File: config.mk
export PLATFORM = sky130hd
export DESIGN_NAME = ldpc_column_sum_unit_flat
export DESIGN_NICKNAME = d
export VERILOG_FILES = /design/src/rtl/ldpc_column_sum_unit_pkg.sv /design/src/rtl/ldpc_column_sum_unit_if.sv /design/src/rtl/ldpc_sat_narrow.sv /design/src/rtl/ldpc_column_sum_unit.sv /design/src/flat_wrapper.sv
export SDC_FILE = /design/constraint.sdc
export NUM_CORES = 1
export LEC_CHECK = 0
export ABC_AREA = 1
export BUFFER_PORTS_ARGS = -buffer_cell sky130_fd_sc_hd__buf_4
export CAP_MARGIN = 10
export CORE_UTILIZATION = 40
export CTS_CLUSTER_SIZE = 20
export DETAILED_ROUTE_END_ITERATION = 8
export SLEW_MARGIN = 20
export SYNTH_ARGS = -nofsm -noshare
export SYNTH_HDL_FRONTEND = slang
export SYNTH_HIERARCHICAL = 1
export SYNTH_SLANG_ARGS = --single-unit
File: constraint.sdc
create_clock -name clk -period 6 [get_ports clk]
set_input_delay 1.2 -clock clk [delete_from_list [all_inputs] [get_ports clk]]
set_output_delay 1.2 -clock clk [all_outputs]
set_load 0.01 [all_outputs]
File: src/rtl/ldpc_column_sum_unit_pkg.sv
// Shared widths, FSM state type and ACC_W->W saturation for the LDPC decoder.
// Latency: n/a (constants and a pure function).
// Backpressure: n/a.
package ldpc_pkg;

  localparam int W       = 8;
  localparam int MAX_DEG = 6;
  localparam int DEG_W   = $clog2(MAX_DEG + 1);
  // Headroom for llr + MAX_DEG messages, so the column total never wraps.
  localparam int ACC_W   = W + $clog2(MAX_DEG + 1);

  typedef enum logic [1:0] {
    ST_IDLE,
    ST_ACCUM,
    ST_DONE,
    ST_EMIT
  } state_t;

  // Clamp a wide two's-complement value into W bits. The value fits when all
  // bits from the W-1 sign position upward agree.
  function automatic logic [W-1:0] sat_w(input logic [ACC_W-1:0] v);
    if (v[ACC_W-1:W-1] == {(ACC_W-W+1){v[ACC_W-1]}})
      return v[W-1:0];
    else if (v[ACC_W-1])
      return {1'b1, {(W-1){1'b0}}};
    else
      return {1'b0, {(W-1){1'b1}}};
  endfunction

endpackage

File: src/rtl/ldpc_column_sum_unit_if.sv
// Job/total/extrinsic bundle of the column-sum unit.
// Latency: n/a (wires only).
// Backpressure: in_valid/in_ready for jobs, ext_valid/ext_ready for extrinsics.
// Ports: in_* = column job, total* = column total pulse, ext_* = extrinsic
// stream, busy = unit not idle. slave = unit side, master = producer/consumer.
interface ldpc_column_sum_unit_if;
  import ldpc_pkg::*;

  logic                 in_valid;
  logic                 in_ready;
  logic [MAX_DEG*W-1:0] in_msgs;
  logic [W-1:0]         in_llr;
  logic [DEG_W-1:0]     in_deg;
  logic                 in_ext_en;
  logic                 total_valid;
  logic [ACC_W-1:0]     total;
  logic                 ext_valid;
  logic                 ext_ready;
  logic [W-1:0]         ext_data;
  logic [DEG_W-1:0]     ext_index;
  logic                 busy;

  modport slave (
    input  in_valid, in_msgs, in_llr, in_deg, in_ext_en, ext_ready,
    output in_ready, total_valid, total, ext_valid, ext_data, ext_index, busy
  );

  modport master (
    output in_valid, in_msgs, in_llr, in_deg, in_ext_en, ext_ready,
    input  in_ready, total_valid, total, ext_valid, ext_data, ext_index, busy
  );

endinterface

File: src/rtl/ldpc_sat_narrow.sv
// Saturating narrower from ACC_W to W bits, also used by the row-sum path.
// Latency: combinational.
// Backpressure: none.
// Ports: i_dat = wide signed value, o_dat = value clamped to the W-bit range.
module ldpc_sat_narrow
  import ldpc_pkg::*;
(
  input  logic [ACC_W-1:0] i_dat,
  output logic [W-1:0]     o_dat
);

  assign o_dat = sat_w(i_dat);

endmodule

File: src/rtl/ldpc_column_sum_unit.sv
// Column sum: llr + deg messages through one shared adder, then leave-one-out extrinsics.
// Latency: total_valid deg edges after accept; extrinsics follow one per cycle.
// Backpressure: one job at a time (in_ready only in IDLE); ext stream holds while ext_ready=0.
// Ports: clk, clr (async active-low), bus = job/total/extrinsic interface (slave side).
module ldpc_column_sum_unit
  import ldpc_pkg::*;
(
  input logic                  clk,
  input logic                  clr,
  ldpc_column_sum_unit_if.slave bus
);

  state_t               r_state;
  state_t               w_state_nxt;
  logic [MAX_DEG*W-1:0] r_msgs;
  logic [ACC_W-1:0]     r_acc;
  logic [DEG_W-1:0]     r_idx;
  logic [DEG_W-1:0]     r_deg;
  logic                 r_ext_en;

  logic [DEG_W-1:0]     w_deg_clamp;
  logic [W-1:0]         w_msg;
  logic [ACC_W-1:0]     w_msg_sext;
  logic [ACC_W-1:0]     w_addsub;
  logic [W-1:0]         w_ext_dat;
  logic                 w_last;

  assign w_deg_clamp = (bus.in_deg > DEG_W'(MAX_DEG)) ? DEG_W'(MAX_DEG) : bus.in_deg;

  // Message mux; an idx past the last lane selects zero, never an X.
  always_comb begin
    w_msg = '0;
    for (int i = 0; i < MAX_DEG; i++) begin
      if (r_idx == DEG_W'(i)) w_msg = r_msgs[i*W +: W];
    end
  end

  assign w_msg_sext = {{(ACC_W-W){w_msg[W-1]}}, w_msg};

  // Single adder/subtractor: accumulates in ACCUM, forms total - msg in EMIT.
  // acc is frozen in EMIT, so it doubles as the stable total.
  assign w_addsub = (r_state == ST_EMIT) ? (r_acc - w_msg_sext) : (r_acc + w_msg_sext);
  assign w_last   = (r_idx == (r_deg - DEG_W'(1)));

  ldpc_sat_narrow u_sat (
    .i_dat (w_addsub),
    .o_dat (w_ext_dat)
  );

  always_ff @(posedge clk or negedge clr) begin
    if (!clr) r_state <= ST_IDLE;
    else      r_state <= w_state_nxt;
  end

  always_comb begin
    w_state_nxt     = r_state;
    bus.in_ready    = 1'b0;
    bus.total_valid = 1'b0;
    bus.ext_valid   = 1'b0;
    bus.busy        = 1'b1;
    case (r_state)
      ST_IDLE: begin
        bus.in_ready = 1'b1;
        bus.busy     = 1'b0;
        if (bus.in_valid) w_state_nxt = (w_deg_clamp != '0) ? ST_ACCUM : ST_DONE;
      end
      ST_ACCUM: begin
        if (w_last) w_state_nxt = ST_DONE;
      end
      ST_DONE: begin
        bus.total_valid = 1'b1;
        w_state_nxt     = (r_ext_en && (r_deg != '0)) ? ST_EMIT : ST_IDLE;
      end
      ST_EMIT: begin
        bus.ext_valid = 1'b1;
        if (bus.ext_ready && w_last) w_state_nxt = ST_IDLE;
      end
      default: w_state_nxt = ST_IDLE;
    endcase
  end

  always_ff @(posedge clk or negedge clr) begin
    if (!clr) begin
      r_msgs   <= '0;
      r_acc    <= '0;
      r_idx    <= '0;
      r_deg    <= '0;
      r_ext_en <= 1'b0;
    end else begin
      case (r_state)
        ST_IDLE: begin
          if (bus.in_valid) begin
            r_msgs   <= bus.in_msgs;
            r_acc    <= {{(ACC_W-W){bus.in_llr[W-1]}}, bus.in_llr};
            r_deg    <= w_deg_clamp;
            r_ext_en <= bus.in_ext_en;
            r_idx    <= '0;
          end
        end
        ST_ACCUM: begin
          r_acc <= w_addsub;
          r_idx <= r_idx + DEG_W'(1);
        end
        ST_DONE: r_idx <= '0;
        ST_EMIT: begin
          if (bus.ext_ready) r_idx <= r_idx + DEG_W'(1);
        end
        default: r_idx <= '0;
      endcase
    end
  end

  assign bus.total     = r_acc;
  assign bus.ext_data  = w_ext_dat;
  assign bus.ext_index = r_idx;

endmodule

File: src/flat_wrapper.sv
// flat-port wrapper written by rule: the top's interface ports become plain ports
module ldpc_column_sum_unit_flat import ldpc_pkg::*;
  (clk, clr, bus_in_valid, bus_in_msgs, bus_in_llr, bus_in_deg, bus_in_ext_en, bus_ext_ready, bus_in_ready, bus_total_valid, bus_total, bus_ext_valid, bus_ext_data, bus_ext_index, bus_busy);
  ldpc_column_sum_unit_if bus_i ();
  input logic clk;
  input logic clr;
  input wire logic [$bits(bus_i.in_valid)-1:0] bus_in_valid;
  input wire logic [$bits(bus_i.in_msgs)-1:0] bus_in_msgs;
  input wire logic [$bits(bus_i.in_llr)-1:0] bus_in_llr;
  input wire logic [$bits(bus_i.in_deg)-1:0] bus_in_deg;
  input wire logic [$bits(bus_i.in_ext_en)-1:0] bus_in_ext_en;
  input wire logic [$bits(bus_i.ext_ready)-1:0] bus_ext_ready;
  output wire logic [$bits(bus_i.in_ready)-1:0] bus_in_ready;
  output wire logic [$bits(bus_i.total_valid)-1:0] bus_total_valid;
  output wire logic [$bits(bus_i.total)-1:0] bus_total;
  output wire logic [$bits(bus_i.ext_valid)-1:0] bus_ext_valid;
  output wire logic [$bits(bus_i.ext_data)-1:0] bus_ext_data;
  output wire logic [$bits(bus_i.ext_index)-1:0] bus_ext_index;
  output wire logic [$bits(bus_i.busy)-1:0] bus_busy;
  assign bus_i.in_valid = bus_in_valid;
  assign bus_i.in_msgs = bus_in_msgs;
  assign bus_i.in_llr = bus_in_llr;
  assign bus_i.in_deg = bus_in_deg;
  assign bus_i.in_ext_en = bus_in_ext_en;
  assign bus_i.ext_ready = bus_ext_ready;
  assign bus_in_ready = bus_i.in_ready;
  assign bus_total_valid = bus_i.total_valid;
  assign bus_total = bus_i.total;
  assign bus_ext_valid = bus_i.ext_valid;
  assign bus_ext_data = bus_i.ext_data;
  assign bus_ext_index = bus_i.ext_index;
  assign bus_busy = bus_i.busy;
  ldpc_column_sum_unit u_core (.clk(clk), .clr(clr), .bus(bus_i));
endmodule
Word level (Yosys, flattened, before mapping):

Cells that the tools add are included.

* muxes and demuxes: 25
* $mul: 0
* div/mod/pow operators: 0
* magnitude comparators: 1
* shifts and indexed selects: 0
* bitwise gates (word level): 0
* reduce and logical (&&, ||, !) cells: 11
* add/sub/neg operators: 4
* eq/ne operators: 14

Operators with widths (count)
* $mux W8: 8
* $mux W11: 2
* $pmux W11 S2: 1
* $pmux W3 S4: 1
* $add A11 B11 Y11: 1
* $sub A11 B11 Y11: 1
* $mux W2: 5
* $mux W3: 3
* $pmux W2 S4: 1
* $eq A3 B2 Y1 const B: 2
* $eq A3 B3 Y1: 2
* $eq A3 B3 Y1 const B: 2
* $ne A2 B2 Y1 const B: 3
* $reduce_and A2 Y1: 3
* $reduce_bool A3 Y1: 2
* $eq A2 B2 Y1 const B: 2
* $mux W1: 4
* $add A3 B1 Y3 const B: 1
* $eq A3 B1 Y1 const B: 1
* $gt A3 B3 Y1 const B: 1
* $logic_not A3 Y1: 1
* $reduce_and A3 Y1: 1
* $sub A3 B1 Y3 const B: 1
* $eq A2 B1 Y1 const B: 1
* other kinds (4): 5

* memories: 0
* logic and storage cells: 61
* output and inout bits: 26
* input port bits: 64
* latch bits: 0
* memory bits (read-only): 0
* bits in registers: 68
* bits in writable memories: 0

Depth between registers and ports, before layout:

* depth in word-level cells: 11
* depth in mapped cells: 32
* depth with buffers taken out: 32

Cells and area by module:

The synthesis kept the hierarchy.

By module, submodules not included
* ldpc_column_sum_unit: instances 1, area each 4081.4 µm², cells an instance 563, sequential area each 1701.6 µm²
* ldpc_sat_narrow: instances 1, area each 147.6 µm², cells an instance 22, sequential area each 0.0 µm²

Least setup slack after synthesis:

OpenSTA, ideal clock, no wires.

* path type: reg2out
* start: reg u_core.r_idx[1], in the netlist u_core/bus.ext_index[1]
* end: out bus_ext_data[0]
* arrival: 3833 ps
* slack: 967 ps
* cell stages (with the launch flop): 30
* path through: dfrtp_1 inv_1 ha_1 inv_2 nor2_4 nand2_1 nand3_1 o21ai_1 nand2_1 o211ai_1 a21oi_2 inv_1 ha_1 nand2_2 o21ai_0 xor2_1 ha_1 nand2_1 o21ai_0 a21oi_1 nor2_1 nor2_1 nor2_1 nor2_1 xnor2_1 nand2_2 o21ai_4 nand2_4 nand2_4 nand2_1

* cells in the longest elaborated chain, start to end: 11
* elaborated cells between the ends (all ways): 18

RTL lines
* start, declared: line ldpc_column_sum_unit.sv:17 `logic [DEG_W-1:0] r_idx;`
* start signal, assigned: line ldpc_column_sum_unit.sv:102 `r_idx <= r_idx + DEG_W'(1);`
* start signal, assigned: line ldpc_column_sum_unit.sv:106 `if (bus.ext_ready) r_idx <= r_idx + DEG_W'(1);`
* $logic_not A3 Y1: line ldpc_column_sum_unit.sv:34 `if (r_idx == DEG_W'(i)) w_msg = r_msgs[i*W +: W];`
* $mux W8 (5 in a row): line ldpc_column_sum_unit.sv:34
* $mux W8 (*): line ldpc_column_sum_unit.sv:34
* $add A11 B11 Y11 or $sub A11 B11 Y11 (tied branches): line ldpc_column_sum_unit.sv:42 `assign w_addsub = (r_state == ST_EMIT) ? (r_acc - w_msg_sext) : (r_acc + w_msg_sext);`
* $mux W11 (*): line ldpc_column_sum_unit.sv:42
* net u_core.w_addsub[7]: line ldpc_column_sum_unit.sv:24 `logic [ACC_W-1:0] w_addsub;`
* $eq A3 B3 Y1 (*): line ldpc_column_sum_unit_pkg.sv:22 `if (v[ACC_W-1:W-1] == {(ACC_W-W+1){v[ACC_W-1]}})`
* $mux W8 (*): line ldpc_column_sum_unit_pkg.sv:22
* end, declared: line flat_wrapper.sv:17 `output wire logic [$bits(bus_i.ext_data)-1:0] bus_ext_data;`

The timed path passes the listed nets; every way through them passes the cells marked *.

Final worst setup path:

* start: reg u_core.r_idx[0], in the netlist u_core/bus.ext_index[0]
* end: out bus_ext_data[4]

The elaborated chain is that of the path after synthesis.

==> impl_metrics.toml <==
[status]
status = "complete, no violations"

[sta]
finalCriticalPeriod_ns = 5.651
final_hold_viol_count = 0
skew_ns = 0.008571
fmax_mhz = 177.0
tightestPinTransition_ns = 0.8581
setup_viol = 0
finalWorstSetupSlack_ns = 0.3495
max_slew_margin_pct = 42.79
finalMaxSlewViolations = 0
finalCritPeriodShare_pct = 94.18

[die]
start_util_pct = 41.15
dieArea_um2 = 10990
rows = 37
coreArea_um2 = 10280
fp.dieH_um = 104.8
fp.dieW_um = 104.8
io_pins = 90

[final_layout]
layout.nets = 759
final_cell_mix = "nand2_1, buf_4, dfrtp_1"
syn_to_final_growth_pct = 27.31
layout_commonest_cell = "nand2_1"
antenna_cells = 0
utilization_pct = 52.39
drive_gt1_share_pct = 23.64

[yosys]
synth_area_um2 = 4229
ys_seq_elements = 68
synth_edf_count = 0
ys.flop_type = "dfrtp_1"
yosys_warnings = 6
avgSynthCellArea_um2 = 7.229
syn-num-nets = 668
synth_cell_types = 39
synth_cells = 585
seq_area_frac_synth_pct = 40.24
async_reset_ff_share_pct = 100.0

[grt]
grt_pass1_wl_mm = 16.95
antenna_found_initial = 0
grt_max_degree = 69
grt_overflow = 0
first_global_vias = 3708
track_usage_pct = 19.24

[clock_network]
path_clk_slew_ns = 0.07
cts_hold_buf = 0
cts_tree = "built"
clockRootBuffer = "clkbuf_8"
h-tree-depth = 3
cts_buffer_depth = 2
clkSinkCount = 68
cts_made_buffers = 9
clock_latency_ns = 0.34

[detailed_routing]
drc = 0
vias = 3892
vias_per_cell = 4.764
drt-initial-drc-count = 151
postRouteAntennaNets = 0
routed_wl_mm = 10.13
wl_per_cell_um = 12.40
dr.pass1.iters = 4

[worst_setup_path]
timing_worst_setup_path_type = "flop to output pin"
endpoint_kind = "output pin"
slowest_stage = "dfrtp_2"
rrSetupSlack_ns = 2.25
worstReg2RegEnd = "u_core/bus.total[9]"
r2r-start = "u_core/bus.ext_index[0]"
worstSetupEndpoint = "bus_ext_data[4]"
worstPathMaxFanout = 8
cpMostUsedCell = "nand2_1"
arrival_ns = 4.45
worstSetupStartpoint = "u_core/bus.ext_index[0]"
crit_path_start_kind = "flop"
critPathMaxStageDelay_ns = 0.45
r2r_cells = 24
worstPathRequired_ns = 4.80

[placement]
port_buffers = 89
gp_congestion = 0.8732
dp_hpwl_mm = 7.603
post-place-ws_ns = 0.4453

[flow_run]
maxCapViolCount = 0

[min_path]
hp-class = "flop to flop"
[final cells by class]
cell class,instances,area [um^2]
fillers,1036,4893
multi-input cells,441,2286
flip-flops and latches,68,1704
repair buffers,97,728.2
inverters,59,237.7
well taps,136,170.2
clock buffers,11,151.4
clock inverters,5,106.4
[synth_stat cells (all sizes together), types with 2 or more instances]
cell type	number	area (um^2)
o21ai	30	172.7
clkbuf	10	37.54
nor2	30	132.6
a21oi	15	82.58
inv	57	216.5
xor2	12	105.1
ha	18	225.2
o211ai	3	22.52
nand4	2	12.51
dfrtp	68	1702
nand2	260	1026
xnor2	3	26.28
or2	11	68.82
o31ai	3	22.52
buf	7	47.54
nand3	44	225.2
nor3	3	15.01
[state kept, by name, indices dropped and copies added, names as in the netlist]
register	flops
u_core/bus.ext_index	3
u_core/r_deg	3
u_core/bus.total	11
u_core/r_msgs	48
u_core/r_state	2
u_core/r_ext_en	1
[critical path, delay by kind of cell (launching register included)]
family          cells  cell delay, ns
xor+xnor            2            0.50
flops               1            0.45
fa+ha+maj           3            0.71
simple gates       10            0.91
compound gates      8            0.99
buf+inv             5            0.52
[timing repair]
action                                  4_1_cts  5_1_grt
endpoints found under the setup margin        0        7
buffers inserted                              0        7
resized for setup                             0       21
[routing by layer]
metal | share of wire (%) | vias to the layer above | global-route usage [%]
met4 | 0.77 | 0 | 5.433
li1 | - | 2022 | -
met5 | 0 | - | 0
met1 | 49 | 1782 | 26.20
met2 | 47 | 81 | 31.46
met3 | 3.7 | 7 | 3.306
[logic make-up (layout without fill, tap and decap cells)]
family | count (synthesis) | count (layout) | synth area share [%]
simple gates | 351 | 351 | 35.15
buf+inv | 76 | 172 | 7.633
compound gates | 56 | 56 | 8.077
xor+xnor | 15 | 15 | 3.107
flops | 68 | 68 | 40.24
fa+ha+maj | 19 | 19 | 5.799
[worst min path at each step]
stage	from	end	slack, ns	depth (start not counted)
final	u_core/r_msgs[47]	u_core/r_msgs[47]	0.47	2
after global routing	u_core/r_msgs[11]	u_core/r_msgs[11]	0.50	2
after CTS	u_core/r_msgs[23]	u_core/r_msgs[23]	0.47	2
after detailed placement	u_core/r_msgs[23]	u_core/r_msgs[23]	0.45	2
after global placement	u_core/r_msgs[23]	u_core/r_msgs[23]	0.45	2
after floorplan	u_core/r_msgs[18]	u_core/r_msgs[18]	0.43	2
[per-stage QoR]
stage	hold WS (ns)	std cells	setup TNS (ns)	cell area, um^2
after detailed placement	0.4536	794	0	4995
after CTS	0.4748	810	0	5253
after global routing	0.4969	817	-0.1675	5384
after global placement	0.4528	794	0	4995
final	0.4677	817	0	5384
after floorplan	0.4342	585	0	4229
Power is left out: the tool's default activity adds up to more than one toggle a clock period on the data nets, which glitch-free logic cannot reach.
